File: src/rtl/mips_pkg.sv
`default_nettype none
// ============================================================================
//  Module      : mips_pkg
//  Description : Shared constants and types for the multicycle MIPS control
//                unit: opcode and funct encodings, ALU-op type, FSM states.
//  Ports       : none (package)
//  Revision    : 1.0  initial release
// ============================================================================
package mips_pkg;

    // Opcodes (instr[31:26])
    localparam logic [5:0] OP_RTYPE = 6'b000000;
    localparam logic [5:0] OP_LW    = 6'b100011;
    localparam logic [5:0] OP_SW    = 6'b101011;
    localparam logic [5:0] OP_BEQ   = 6'b000100;
    localparam logic [5:0] OP_BNE   = 6'b000101;
    localparam logic [5:0] OP_ADDI  = 6'b001000;
    localparam logic [5:0] OP_J     = 6'b000010;

    // R-type funct codes (instr[5:0])
    localparam logic [5:0] F_ADD = 6'b100000;
    localparam logic [5:0] F_SUB = 6'b100010;
    localparam logic [5:0] F_AND = 6'b100100;
    localparam logic [5:0] F_OR  = 6'b100101;
    localparam logic [5:0] F_SLT = 6'b101010;

    // ALU operation class handed from the FSM to the ALU decoder
    typedef logic [1:0] aluop_t;
    localparam aluop_t ALUOP_ADD   = 2'b00;
    localparam aluop_t ALUOP_SUB   = 2'b01;
    localparam aluop_t ALUOP_FUNCT = 2'b10;

    // ALU control codes
    localparam logic [2:0] ALU_AND = 3'b000;
    localparam logic [2:0] ALU_OR  = 3'b001;
    localparam logic [2:0] ALU_ADD = 3'b010;
    localparam logic [2:0] ALU_SUB = 3'b110;
    localparam logic [2:0] ALU_SLT = 3'b111;

    typedef enum logic [3:0] {
        FETCH    = 4'd0,
        DECODE   = 4'd1,
        MEMADR   = 4'd2,
        MEMRD    = 4'd3,
        MEMWB    = 4'd4,
        MEMWR    = 4'd5,
        EXECUTE  = 4'd6,
        ALUWB    = 4'd7,
        BRANCH   = 4'd8,
        ADDIEXEC = 4'd9,
        ADDIWB   = 4'd10,
        JUMP     = 4'd11
    } statetype_t;

endpackage
`default_nettype wire

File: src/rtl/mc_controller_aludec.sv
`default_nettype none
// ============================================================================
//  Module      : aludec
//  Description : Combinational ALU decoder. Maps the FSM's ALU-op class and
//                the R-type funct field to a 3-bit ALU control code.
//  Ports       : aluop      in  2  operation class from the FSM
//                funct      in  6  instr[5:0]
//                alucontrol out 3  ALU operation code
//  Revision    : 1.0  initial release
// ============================================================================
module aludec
    import mips_pkg::*;
(
    input  aluop_t     aluop,
    input  logic [5:0] funct,
    output logic [2:0] alucontrol
);

    always_comb begin
        // Add is the safe fallback for every unused code so no x escapes.
        alucontrol = ALU_ADD;
        case (aluop)
            ALUOP_ADD: alucontrol = ALU_ADD;
            ALUOP_SUB: alucontrol = ALU_SUB;
            ALUOP_FUNCT: begin
                case (funct)
                    F_ADD:   alucontrol = ALU_ADD;
                    F_SUB:   alucontrol = ALU_SUB;
                    F_AND:   alucontrol = ALU_AND;
                    F_OR:    alucontrol = ALU_OR;
                    F_SLT:   alucontrol = ALU_SLT;
                    default: alucontrol = ALU_ADD;
                endcase
            end
            default: alucontrol = ALU_ADD;
        endcase
    end

endmodule
`default_nettype wire

File: src/rtl/mc_controller.sv
`default_nettype none
// ============================================================================
//  Module      : mc_controller
//  Description : Multicycle MIPS control unit. Moore FSM sequencing lw, sw,
//                R-type, beq, bne, addi and j through the shared datapath.
//  Ports       : clk, reset (async, active-high)
//                op, funct  in  6  IR fields;  zero in 1  ALU zero flag
//                pcen, iord, memwrite, irwrite, regdst, memtoreg, regwrite,
//                alusrca    out 1  datapath enables/selects
//                alusrcb, pcsrc out 2;  alucontrol out 3
//  Revision    : 1.0  initial release
// ============================================================================
module mc_controller
    import mips_pkg::*;
(
    input  logic       clk,
    input  logic       reset,
    input  logic [5:0] op,
    input  logic [5:0] funct,
    input  logic       zero,
    output logic       pcen,
    output logic       iord,
    output logic       memwrite,
    output logic       irwrite,
    output logic       regdst,
    output logic       memtoreg,
    output logic       regwrite,
    output logic       alusrca,
    output logic [1:0] alusrcb,
    output logic [1:0] pcsrc,
    output logic [2:0] alucontrol
);

    statetype_t state_q;
    statetype_t state_d;

    logic   pcwrite;
    logic   branch;
    logic   branchne;
    aluop_t aluop;

    always_ff @(posedge clk or posedge reset) begin
        if (reset) begin
            state_q <= FETCH;
        end else begin
            state_q <= state_d;
        end
    end

    always_comb begin
        state_d  = FETCH;
        pcwrite  = 1'b0;
        branch   = 1'b0;
        branchne = 1'b0;
        iord     = 1'b0;
        memwrite = 1'b0;
        irwrite  = 1'b0;
        regdst   = 1'b0;
        memtoreg = 1'b0;
        regwrite = 1'b0;
        alusrca  = 1'b0;
        alusrcb  = 2'b00;
        pcsrc    = 2'b00;
        aluop    = ALUOP_ADD;

        case (state_q)
            FETCH: begin
                irwrite = 1'b1;
                pcwrite = 1'b1;
                alusrcb = 2'b01;
                state_d = DECODE;
            end
            DECODE: begin
                alusrcb = 2'b11;
                case (op)
                    OP_LW, OP_SW:   state_d = MEMADR;
                    OP_RTYPE:       state_d = EXECUTE;
                    OP_BEQ, OP_BNE: state_d = BRANCH;
                    OP_ADDI:        state_d = ADDIEXEC;
                    OP_J:           state_d = JUMP;
                    default:        state_d = FETCH;
                endcase
            end
            MEMADR: begin
                alusrca = 1'b1;
                alusrcb = 2'b10;
                if (op == OP_LW) begin
                    state_d = MEMRD;
                end else if (op == OP_SW) begin
                    state_d = MEMWR;
                end
            end
            MEMRD: begin
                iord    = 1'b1;
                state_d = MEMWB;
            end
            MEMWB: begin
                memtoreg = 1'b1;
                regwrite = 1'b1;
            end
            MEMWR: begin
                iord     = 1'b1;
                memwrite = 1'b1;
            end
            EXECUTE: begin
                alusrca = 1'b1;
                aluop   = ALUOP_FUNCT;
                state_d = ALUWB;
            end
            ALUWB: begin
                regdst   = 1'b1;
                regwrite = 1'b1;
            end
            BRANCH: begin
                alusrca  = 1'b1;
                aluop    = ALUOP_SUB;
                pcsrc    = 2'b01;
                branch   = (op == OP_BEQ);
                branchne = (op == OP_BNE);
            end
            ADDIEXEC: begin
                alusrca = 1'b1;
                alusrcb = 2'b10;
                state_d = ADDIWB;
            end
            ADDIWB: begin
                regwrite = 1'b1;
            end
            JUMP: begin
                pcsrc   = 2'b10;
                pcwrite = 1'b1;
            end
            default: begin
                // Unused encodings drive nothing and fall back to FETCH.
                state_d = FETCH;
            end
        endcase
    end

    // Branch resolution uses the live zero flag from the ALU this cycle.
    assign pcen = pcwrite | (branch & zero) | (branchne & ~zero);

    aludec u_aludec (
        .aluop      (aluop),
        .funct      (funct),
        .alucontrol (alucontrol)
    );

endmodule
`default_nettype wire

File: config.mk
export PLATFORM = sky130hd
export DESIGN_NAME = mc_controller
export DESIGN_NICKNAME = d
export VERILOG_FILES = /design/src/rtl/mips_pkg.sv /design/src/rtl/mc_controller_aludec.sv /design/src/rtl/mc_controller.sv
export SDC_FILE = /design/constraint.sdc
export NUM_CORES = 1
export LEC_CHECK = 0
export ABC_CLOCK_PERIOD_IN_PS = 4300
export CORE_UTILIZATION = 41
export CTS_CLUSTER_DIAMETER = 30
export DETAILED_ROUTE_END_ITERATION = 7
export HOLD_SLACK_MARGIN = 0.12
export PLACE_DENSITY = 0.86
export SYNTH_ARGS = -nofsm -noshare
export SYNTH_HDL_FRONTEND = slang
export SYNTH_SLANG_ARGS = --single-unit
File: constraint.sdc
create_clock -name clk -period 4.3 [get_ports clk]
set_input_delay 1.075 -clock clk [delete_from_list [all_inputs] [get_ports clk]]
set_output_delay 1.075 -clock clk [all_outputs]
set_load 0.03 [all_outputs]
==> load_flow_metrics.sql, run 1 <==
INSERT INTO impl_metrics (metric_group, metric, value, unit) VALUES
('run_status', 'status', 'finished clean', ''),
('logic_synthesis', 'synth-seq-area-share', '17.51', '%'),
('floorplan', 'fp-row-count', '13', ''),
('route', 'drt_pass1_iterations', '4', ''),
('place', 'place.port_buffers', '29', ''),
('timing', 'relSlewSlack', '67.78', '%'),
('logic_synthesis', 'syn-mean-instance-area', '7.833', 'µm²'),
('floorplan', 'die-area', '1548', 'µm²'),
('clocking', 'total_clock_buffers_created_by_cts', '3', ''),
('clocking', 'clkLatencyLatePin', '0.25', 'ns'),
('setup_path', 'critical_path.max_fanout', '5', ''),
('place', 'preCtsSetupSlack', '0.2271', 'ns'),
('power', 'worst_ir_drop_vdd', '0.2762', 'mV'),
('global_route', 'grt_max_degree', '17', ''),
('setup_path', 'critical_path_required', '3.22', 'ns'),
('timing', 'post-route-min-period', '4.084', 'ns'),
('hold_path', 'worstHoldPathType', 'flip-flop to flip-flop', ''),
('timing', 'worst_slack', '0.2159', 'ns'),
('final_layout', 'antenna_cells_inserted', '0', ''),
('final_layout', 'largest_register', 'state_q', ''),
('timing', 'timing_worst_slew_pin_value', '0.4833', 'ns'),
('logic_synthesis', 'yosys_warnings', '0', ''),
('global_route', 'antenna_found_initial', '0', ''),
('setup_path', 'critPathMostFrequentCell', 'clkdlybuf4s50_1', ''),
('setup_path', 'cpPeakStageDelay', '0.69', 'ns'),
('logic_synthesis', 'dominantRegCellSynth', 'dfrtp_1', ''),
('final_layout', 'mostFrequentLayoutCells', '29 x clkdlybuf4s50_1, 5 x nand2b_1, 5 x nor2_1', ''),
('floorplan', 'die_w', '39.35', 'µm'),
('place', 'routabilityCongestion', '0.8214', ''),
('setup_path', 'endpoint_kind', 'output port', ''),
('final_layout', 'final_common_cell', 'clkdlybuf4s50_1', ''),
('route', 'drt-initial-drc-count', '11', ''),
('clocking', 'clock-sinks', '4', ''),
('timing', 'rsz0062_at_grt', 'no', ''),
('global_route', 'grt_pass1_wl', '2.242', 'mm'),
('clocking', 'postCtsSetupRepairBufs', '0', ''),
('timing', 'report.final.slew_viol_count', '0', ''),
('route', 'detail_route.drc_violations', '0', ''),
('job', 'timing.max_cap.violations', '0', ''),
('floorplan', 'die_extent_in_y', '39.35', 'µm'),
('final_layout', 'summed_area_of_non_filler_cells_in_the_final_layout', '875.8', 'µm²'),
('setup_path', 'critical-path-slowest-cell', 'clkdlybuf4s50_1', ''),
('setup_path', 'worstPathCellList', 'clkdlybuf4s50_1, nor4_1, nand4_1, a31oi_1, clkdlybuf4s50_1', ''),
('power', 'leakage', '0.3425', 'nW'),
('final_layout', 'final_nets', '121', ''),
('global_route', 'grt_usage', '21.18', '%'),
('clocking', 'cts-root-to-sink-buffers', '2', ''),
('route', 'drt-wirelength-per-cell', '12.38', 'µm'),
('place', 'detailed_place.area', '853.3', 'µm²'),
('setup_path', 'arrival', '3.01', 'ns'),
('setup_path', 'timing.critical_path.from_type', 'input pin', ''),
('final_layout', 'post_route_cells_drive_above_1_share', '5.941', '%'),
('route', 'drtAntennaViolNets', '0', ''),
('route', 'wl', '1.436', 'mm'),
('power', 'powerDensity', '399.2', 'nW/µm²'),
('logic_synthesis', 'number_of_synthesized_flops_with_an_enable_pin', '0', ''),
('logic_synthesis', 'asyncSetResetFlopFracSynth', '100.0', '%'),
('clocking', 'path_clk_slew', '0.04', 'ns'),
('place', 'hpwl', '1.119', 'mm'),
('logic_synthesis', 'synth_nets', '91', ''),
('logic_synthesis', 'synth-seq-cells', '4', ''),
('timing', 'report.final.hold_viol_count', '0', ''),
('setup_path', 'worstSetupPathType', 'input pin to output port', ''),
('final_layout', 'max_ffs_per_register', '4', ''),
('timing', 'finClkSkew', '0.004560', 'ns'),
('clocking', 'cts_tree', 'yes', ''),
('floorplan', 'floorplan.initialDensity', '43.94', '%'),
('global_route', 'overflow', '0', ''),
('logic_synthesis', 'synth_cell_types', '38', ''),
('clocking', 'post_cts.resized_instances', '0', ''),
('logic_synthesis', 'cell_count_after_synthesis', '73', '');
per-stage QoR:
step	std cells	util (%)	power, W	hold slack [ns]
floorplan	73	-	0.0002241	0.6039
global placement	113	65.58	0.0002967	0.7648
CTS	116	67.31	0.0003498	0.7698
finish	116	67.31	0.0003497	0.7749
global route	116	67.31	0.0003701	0.8320
detailed placement	113	65.58	0.0002994	0.7711
cells by family (layout without fill, tap and decap cells):
family                     Yosys count  in the layout  share of synthesized area, %
xor gates and xnor gates             4              4                         6.126
and+or+nand+nor                     36             36                         39.83
DFF                                  4              4                         17.51
AOI/OAI and AO/OA                   16             16                         19.04
buffers and inverters                8             36                         7.438
muxes                                2              2                         3.501
adders and majority gates            3              3                         6.565
area by class of cell:
| cell class | count | area (µm²) |
|---|---|---|
| timing repair buffer | 29 | 290.3 |
| multi-input combinational | 61 | 429.2 |
| clock buffer | 3 | 22.52 |
| fill | 115 | 425.4 |
| tap | 15 | 18.77 |
| sequential | 4 | 100.1 |
| inverter | 4 | 15.01 |
worst max-delay path: cells and delay by family:
family | cells | cell delay (ns)
simple gates | 2 | 0.56
compound gates | 1 | 0.18
buf+inv | 2 | 1.19
cells in the mapped netlist, types with 2 or more instances:
master / instances / share of area (%)
nor2b_1: 4 / 4.4
nand3_1: 2 / 1.8
nor4_1: 4 / 4.4
nor3_1: 2 / 1.8
nand3b_1: 2 / 2.6
nor2_1: 5 / 3.3
a21oi_1: 4 / 3.5
nor4b_1: 2 / 3.1
dfrtp_1: 4 / 18
nand2b_1: 5 / 5.5
xor2_1: 4 / 6.1
inv_1: 4 / 2.6
o21ai_1: 2 / 1.8
nand2_1: 2 / 1.3
ha_1: 3 / 6.6
mux2i_1: 2 / 3.5
metal layers:
layer,share of wire [%],track usage [%]
met4,1.5,7.759
met3,4.7,3.409
met1,46,27.99
met2,48,34.17
met5,0,0
final timing paths:
| kind | startpoint | endpoint | slack, ns | cells past startpoint |
|---|---|---|---|---|
| setup / recovery | op[3] | pcen | 0.22 | 5 |
| hold / removal | state_q[0]$_DFF_PP0_ | state_q[0]$_DFF_PP0_ | 0.77 | 1 |
| setup reg to reg | state_q[3]$_DFF_PP0_ | state_q[1]$_DFF_PP0_ | 2.73 | 2 |
| hold reg to reg | state_q[0]$_DFF_PP0_ | state_q[0]$_DFF_PP0_ | 0.77 | 1 |
| max in group asynchronous | reset | state_q[1]$_DFF_PP0_ | 3.15 | 2 |
| min in group asynchronous | reset | state_q[3]$_DFF_PP0_ | 1.00 | 2 |
power breakdown:
part	switching (W)	internal, W	total, W	leakage, nW
sequential	0.0000352	0.0000458	0.0000810	0.0532
clock	0.0000186	0.0000314	0.0000500	0.0138
combinational	0.000114	0.000104	0.000219	0.275
total	0.000168	0.000182	0.000350	0.343
(Power assumes the default switching activity.)
==> run 2: changes to the inputs <==
Settings changed: HOLD_SLACK_MARGIN 0.12 to default.
==> results of run 2 <==
Same layout as run 1: the final DEF is identical, and so are final timing and power.
==> run 3: changes to the inputs <==
Settings changed: CAP_MARGIN from default to 20.
==> results of run 3 <==
Same layout as run 1: the final DEF is identical, and so are final timing and power.
